## src/rtl/zxio_pkg.sv

```systemverilog
// Shared types and constants for the Z80-style I/O bus initiator.
// States are IDLE, T1, T2, TW and T3; the value returned for an undriven bus is also defined here.
package zxio_pkg;

  typedef enum logic [2:0] {
    IDLE,
    T1,
    T2,
    TW,
    T3
  } zxio_state_e;

  localparam logic [7:0] BUS_IDLE_DATA = 8'hFF;

  // Width of the in-T-state clock counter; never narrower than one bit.
  function automatic int tcnt_width(input int clk_per_t);
    return (clk_per_t <= 2) ? 1 : $clog2(clk_per_t);
  endfunction

endpackage

```

## src/rtl/zxio_tstate_timer.sv

```systemverilog
// Counts system clocks inside one T-state and flags the last one.
// Wrapping on t_last restarts the count each time a new T-state begins.
module zxio_tstate_timer
  import zxio_pkg::*;
#(
  parameter int CLK_PER_T = 8,
  parameter int CNT_W     = tcnt_width(CLK_PER_T)
) (
  input  logic clk,
  input  logic rst,
  input  logic run,
  output logic t_last
);

  localparam logic [CNT_W-1:0] TCNT_LAST = CNT_W'(CLK_PER_T - 1);

  logic [CNT_W-1:0] tcnt;

  assign t_last = run && (tcnt == TCNT_LAST);

  always_ff @(posedge clk or posedge rst) begin
    if (rst) begin
      tcnt <= '0;
    end else if (!run || t_last) begin
      tcnt <= '0;
    end else begin
      tcnt <= tcnt + CNT_W'(1);
    end
  end

endmodule

```

## src/rtl/zxio_bus_initiator.sv

```systemverilog
// Z80-style I/O bus master: turns one request into a timed IN/OUT cycle
// (T1, T2, TW..., T3) on a/iorq_n/rd_n/wr_n and reports the result.
module zxio_bus_initiator
  import zxio_pkg::*;
#(
  parameter int CLK_PER_T   = 8,
  parameter int WAIT_STATES = 1,
  parameter int MAX_WAIT    = 255
) (
  input  logic        clk,
  input  logic        rst,
  input  logic        req_valid,
  output logic        req_ready,
  input  logic        req_write,
  input  logic [15:0] req_addr,
  input  logic [7:0]  req_wdata,
  output logic        rsp_valid,
  output logic [7:0]  rsp_rdata,
  output logic        rsp_timeout,
  output logic [15:0] a,
  output logic [7:0]  dout,
  output logic        iorq_n,
  output logic        rd_n,
  output logic        wr_n,
  input  logic [7:0]  din,
  input  logic        oe_in,
  input  logic        wait_n
);

  localparam logic [1:0] AUTO_TW   = 2'(WAIT_STATES);
  localparam logic [7:0] MAX_EXTRA = 8'(MAX_WAIT);

  zxio_state_e state, state_nxt;
  logic        t_last;
  logic        accept;
  logic        cycle_end;
  logic        strobe_nxt;
  logic        wr_q;
  logic [1:0]  auto_cnt, auto_cnt_nxt;
  logic [7:0]  extra_cnt, extra_cnt_nxt;
  logic        abort_q, abort_nxt;

  assign req_ready = (state == IDLE);
  assign accept    = req_valid && req_ready;
  assign cycle_end = (state == T3) && t_last;

  zxio_tstate_timer #(
    .CLK_PER_T (CLK_PER_T)
  ) u_timer (
    .clk    (clk),
    .rst    (rst),
    .run    (state != IDLE),
    .t_last (t_last)
  );

  always_comb begin
    state_nxt     = state;
    auto_cnt_nxt  = auto_cnt;
    extra_cnt_nxt = extra_cnt;
    abort_nxt     = abort_q;
    case (state)
      IDLE: begin
        if (req_valid) begin
          state_nxt     = T1;
          auto_cnt_nxt  = '0;
          extra_cnt_nxt = '0;
          abort_nxt     = 1'b0;
        end
      end
      T1: if (t_last) state_nxt = T2;
      // Automatic TWs run first; wait_n only matters once they are used up.
      T2, TW: begin
        if (t_last) begin
          if (auto_cnt != AUTO_TW) begin
            state_nxt    = TW;
            auto_cnt_nxt = auto_cnt + 2'd1;
          end else if (!wait_n) begin
            if (extra_cnt == MAX_EXTRA) begin
              state_nxt = T3;
              abort_nxt = 1'b1;
            end else begin
              state_nxt     = TW;
              extra_cnt_nxt = extra_cnt + 8'd1;
            end
          end else begin
            state_nxt = T3;
          end
        end
      end
      T3: if (t_last) state_nxt = IDLE;
      default: state_nxt = IDLE;
    endcase
  end

  always_comb begin
    strobe_nxt = 1'b0;
    if (state_nxt == T2 || state_nxt == TW || state_nxt == T3) strobe_nxt = 1'b1;
  end

  always_ff @(posedge clk or posedge rst) begin
    if (rst) begin
      state     <= IDLE;
      auto_cnt  <= '0;
      extra_cnt <= '0;
      abort_q   <= 1'b0;
    end else begin
      state     <= state_nxt;
      auto_cnt  <= auto_cnt_nxt;
      extra_cnt <= extra_cnt_nxt;
      abort_q   <= abort_nxt;
    end
  end

  // Bus pins are registered so the strobes are glitch-free.
  always_ff @(posedge clk or posedge rst) begin
    if (rst) begin
      wr_q   <= 1'b0;
      a      <= '0;
      dout   <= '0;
      iorq_n <= 1'b1;
      rd_n   <= 1'b1;
      wr_n   <= 1'b1;
    end else begin
      iorq_n <= !strobe_nxt;
      rd_n   <= !(strobe_nxt && !wr_q);
      wr_n   <= !(strobe_nxt && wr_q);
      if (accept) begin
        wr_q <= req_write;
        a    <= req_addr;
        dout <= req_write ? req_wdata : 8'h00;
      end else if (cycle_end) begin
        a    <= '0;
        dout <= '0;
      end
    end
  end

  always_ff @(posedge clk or posedge rst) begin
    if (rst) begin
      rsp_valid   <= 1'b0;
      rsp_timeout <= 1'b0;
      rsp_rdata   <= BUS_IDLE_DATA;
    end else begin
      rsp_valid   <= cycle_end;
      rsp_timeout <= cycle_end && abort_q;
      if (cycle_end && !wr_q) begin
        rsp_rdata <= (abort_q || !oe_in) ? BUS_IDLE_DATA : din;
      end
    end
  end

endmodule

```

## config.mk

```make
export PLATFORM = sky130hd
export DESIGN_NAME = zxio_bus_initiator
export DESIGN_NICKNAME = d
export VERILOG_FILES = /design/src/rtl/zxio_pkg.sv /design/src/rtl/zxio_tstate_timer.sv /design/src/rtl/zxio_bus_initiator.sv
export SDC_FILE = /design/constraint.sdc
export NUM_CORES = 1
export LEC_CHECK = 0
export CORE_ASPECT_RATIO = 0.5
export CORE_UTILIZATION = 44
export CTS_CLUSTER_SIZE = 16
export DETAILED_ROUTE_END_ITERATION = 10
export PLACE_DENSITY = 0.86
export SYNTH_ARGS = -nofsm -noshare
export SYNTH_HDL_FRONTEND = slang
export SYNTH_SLANG_ARGS = --single-unit
```

## constraint.sdc

```tcl
create_clock -name clk -period 4.4 [get_ports clk]
set_clock_uncertainty 0.15 [all_clocks]
set_input_delay 0.88 -clock clk [delete_from_list [all_inputs] [get_ports clk]]
set_output_delay 0.88 -clock clk [all_outputs]
set_load 0.02 [all_outputs]
```

# After elaboration in Yosys (flattened, before gate mapping)

Index checks and enable logic that the tools add are counted.
Widths: inputs -> output; s select.

Register bits: 55
Input port bits: 38
Output and inout bits: 38
Word-level logic and storage cells: 91

$add $sub $neg: 3
Equality and inequality tests: 17
Multiplexer cells: 32
Reduce and logical (&&, ||, !) cells: 25

Operator list:

| kind                | number |
|---|---|
| $mux 8              | 9 |
| $mux 16             | 2 |
| $mux 3              | 8 |
| $pmux 8 s2          | 1 |
| $ne 2x2->1 const B  | 7 |
| $eq 3x2->1 const B  | 4 |
| $pmux 3 s4          | 1 |
| $reduce_and 6->1    | 2 |
| $eq 3x3->1 const B  | 3 |
| $add 8x1->8 const B | 1 |
| $eq 8x8->1 const B  | 1 |
| $logic_and 1x1->1   | 7 |
| $logic_not 1->1     | 6 |
| $mux 1              | 6 |
| $mux 2              | 3 |
| $logic_or 1x1->1    | 4 |
| $pmux 2 s2          | 1 |
| $reduce_and 4->1    | 1 |
| $reduce_bool 2->1   | 2 |
| $add 3x1->3 const B | 1 |
| $eq 3x1->1 const B  | 1 |
| $logic_not 3->1     | 1 |
| $reduce_bool 3->1   | 1 |
| $add 2x1->2 const B | 1 |
| other kinds (3)     | 3 |

# Longest topological paths before layout

Depth in word-level cells: 12
Depth in mapped cells: 10
Depth with buffers taken out: 6

# Hierarchy

Synthesis repeated with hierarchy kept, for this count alone.

Cells, all modules: 243
Area, all modules: 2383.5 µm²

By module, submodules not included:

| module             | times used | cells an instance | area an instance (µm²) | sequential area each (µm²) |
|---|---|---|---|---|
| zxio_bus_initiator | 1          | 233               | 2242.2                 | 1315.0 |
| zxio_tstate_timer  | 1          | 10                | 141.4                  | 75.1 |

# Worst setup path before layout

OpenSTA, ideal clock, no wires.

Kind: input-to-reg
Start: input wait_n
End: register extra_cnt[5]
Library setup time: 77 ps
Arrival: 1701 ps
Data required time: 4173 ps
Setup slack: 2471 ps
Stages: 4
Buffers on the path: 0
Path through: nor2_2 -> o211ai_4 -> or4_1 -> a21oi_1

Longest elaborated chain between the ends: 2

Ends and longest elaborated chain:

| item                       | line                      | text |
|---|---|---|
| start, declared            | zxio_bus_initiator.sv:27  | `input logic wait_n` |
| $ne 2x2->1 (no line)       | --                        |  |
| $reduce_and 6->1 (no line) | --                        |  |
| end signal, assigned       | zxio_bus_initiator.sv:109 | `extra_cnt <= extra_cnt_nxt;` |
| end, declared              | zxio_bus_initiator.sv:40  | `logic [7:0] extra_cnt, extra_cnt_nxt;` |

No other way between the ends.
A chain may end at the register's enable or synchronous reset.

# Worst setup path in the final report

Start: register u_timer.tcnt[0]
End: register rsp_rdata[7]

Longest elaborated chain between the ends: 4

Ends and longest elaborated chain:

| item                   | line                      | text |
|---|---|---|
| start, declared        | zxio_tstate_timer.sv:17   | `logic [CNT_W-1:0] tcnt;` |
| start signal, assigned | zxio_tstate_timer.sv:27   | `tcnt <= tcnt + CNT_W'(1);` |
| $eq 3x3->1             | zxio_tstate_timer.sv:19   | `assign t_last = run && (tcnt == TCNT_LAST);` |
| $logic_and 1x1->1      | zxio_tstate_timer.sv:19   |  |
| $logic_and 1x1->1      | zxio_bus_initiator.sv:45  | `assign cycle_end = (state == T3) && t_last;` |
| $logic_and 1x1->1      | zxio_bus_initiator.sv:146 | `if (cycle_end && !wr_q) begin` |
| end signal, assigned   | zxio_bus_initiator.sv:147 | `rsp_rdata <= (abort_q \|\| !oe_in) ? BUS_IDLE_DATA : din;` |
| end, declared          | zxio_bus_initiator.sv:18  | `output logic [7:0] rsp_rdata,` |

No other way between the ends.

==> flow_summary.ini <==
[critical_path]
critPathRequiredTime_ns = 4.46
max_stage_delay_ns = 0.88
cp_slowest_cell = nand4bb_1
critPathArrivalTime_ns = 2.94
critPathMostFrequentCell = ha_1
worst_setup_path_start_kind = flip-flop
worstPathCellList = ha_1 > ha_1 > nand4bb_1 > or2_1 > nand2_1 > o21ai_1
path_max_fanout = 26
setup.worst_path.end_class = flip-flop
critPathKind = flip-flop to flip-flop

[floorplan]
rows = 18
die_area_um2 = 5650
start_util = 0.467
pin_count = 76
die-width_um = 105
die_h_um = 53.6
core_area_um2 = 5020

[logic_synthesis]
synth_top_area_frac = 0.469
synth_flop_cell = dfrtp_1
yosys_warnings = 0
async_reset_ff_frac = 1.00
synth-edff-count = 0
post-synth-top-count-cell = nand2_1
syn_inst = 243
yosys-top-cells-area = dfrtp_1 47%, dfstp_2 12%, nand2_1 8.8%
synth-seq-area-share = 0.593
yosys.area.top_type = dfrtp_1
synthesis.nets = 285
ys_top_cells_by_count = 55 x nand2_1, 44 x dfrtp_1, 26 x o21ai_1
ys_seq_elements = 55
netlist_area_um2 = 2350
syn_avg_cell_area_um2 = 9.65
netlist-cell-type-count = 32

[clock_tree]
clk_pin_slew_ns = 0.08
clkSinkCount = 55
h-tree-depth = 2
clockBufferDepth = 2
clock_latency_ns = 0.30
holdBufCountCts = 0
cts_resized = 0
cts_tree = yes
cts_setup_buffers = 0
cts-root-buf = clkbuf_8
numCtsBuffers = 5

[sta]
maxSlewHeadroom = 0.276
drv_slew = 0
period_minus_slack_ns = 2.88
fin_tns_setup_ns = 0
setup_viol = 0
period_share = 0.654
hold_viol = 0
worstMarginPinSlew_ns = 1.08
fmax_ghz = 0.347
rsz0062_at_grt = no

[routing]
route.detailed.drc = 0
drtIter0Drc = 88
ant_nets = 0
firstDrtPassIters = 4
routed_wl_um = 5110
vias = 1972
wl_per_cell_um = 13.4
viasPerCell = 5.18

[finish]
final_core_util = 0.637
area_delta_synth_final_pct = 36.3
num-fill-cells = 399
fin_area_um2 = 3200
diodes = 0
layoutNonFillerInstCount = 381
final_layout_size_suffix_gt1_frac = 0.0707
fin_nets = 352

[global_route]
grt_pass1_vias = 1832
grt_pass1_wl_um = 7970
grt_max_degree = 56
grt_use_total = 0.181
globalRouteOverflowTotal = 0
antenna_found_initial = 0

[outcome]
outcome = completed

[place]
dp_cells = 373
place_area_um2 = 3120
numPortBuffers = 75
dpl.hpwl_um = 3720
routabilityCongestion = 0.778

[power]
p_leak_uw = 0.00142
finalPower_uw = 1690
vdd_ir_drop_max_v = 0.000238
power_density_nw_per_um2 = 528

[run]
cap_violations = 0

[hold_path]
min_path_type = flip-flop to flip-flop
-- cell usage in the layout (no fill, tap or decap) --
master and count:
nand4_1 1, clkbuf_8 5, or2_1 1, and3_4 1, nand3_1 25, o21a_1 1, nand4bb_1 1, a221oi_1 1
nand3b_1 1, o211ai_1 1, o21ai_1 26, clkbuf_1 3, buf_4 1, nor3_2 1, o21ai_0 7, or3_1 2
a21oi_1 6, a32o_1 1, o211ai_4 1, nor2_1 12, nor2_2 1, nand2_1 55, and2_1 4, clkdlybuf4s50_1 75
dfstp_2 11, o31ai_1 4, ha_1 4, inv_2 1, nor2b_1 1, dfrtp_1 44, nor3_1 3, inv_1 5
nand2b_1 2, or4_1 3
-- stage by stage --
step,worst slack [ns],hold slack [ns]
floorplan,2.05,0.249
global placement,1.61,0.273
detailed placement,1.49,0.294
CTS,1.48,0.306
global route,1.26,0.320
finish,1.52,0.303
-- final timing paths --
check                                start              end  slack (ns)  cells past startpoint
setup / recovery           u_timer.tcnt[0]     rsp_rdata[7]        1.52                      6
hold / removal             u_timer.tcnt[0]  u_timer.tcnt[0]        0.30                      1
setup reg to reg           u_timer.tcnt[0]     rsp_rdata[7]        1.52                      6
hold reg to reg            u_timer.tcnt[0]  u_timer.tcnt[0]        0.30                      1
max in group asynchronous              rst             a[8]        2.42                      2
min in group asynchronous              rst          dout[6]        1.02                      2
-- logic make-up after synthesis --
logic type               synth area share
buffers and inverters              0.0411
AO/OA/AOI/OAI                       0.119
adder cells (fa/ha/maj)            0.0213
flip-flops                          0.593
AND/OR/NAND/NOR                     0.226
-- power by group --
group          switching [uW]  internal, uW  leakage, uW
logic                     353           322     0.000702
clock network             145           113    0.0000395
registers                89.0           666     0.000682
-- area by class of cell --
type	count	area [um^2]	share of cell area
Clock buffer	8	80.1	0.0250
Inverter	6	22.5	0.00704
Multi-Input combinational cell	166	860	0.269
Sequential cell	55	1390	0.435
Tap cell	70	87.6	0.0274
Timing Repair Buffer	76	758	0.237
-- sequential cells by signal, indices dropped and copies added (netlist names), 2 cells and up --
name and cells:
state 3, u_timer.tcnt 3, a 16, auto_cnt 2, rsp_rdata 8, dout 8, extra_cnt 8
-- layer usage --
metal,global-route usage,part of all wire
met1,0.209,0.41
met2,0.359,0.54
met3,0.0351,0.038
met4,0.0446,0.0094
met5,0,0
-- critical path: cells and delay by family (launching register included) --
family	cells	cell delay [ns]
AO/OA/AOI/OAI	1	0.07
adder cells (fa/ha/maj)	2	0.45
flip-flops	1	0.36
AND/OR/NAND/NOR	3	1.74
No activity file was read; power rests on OpenSTA's default activity.
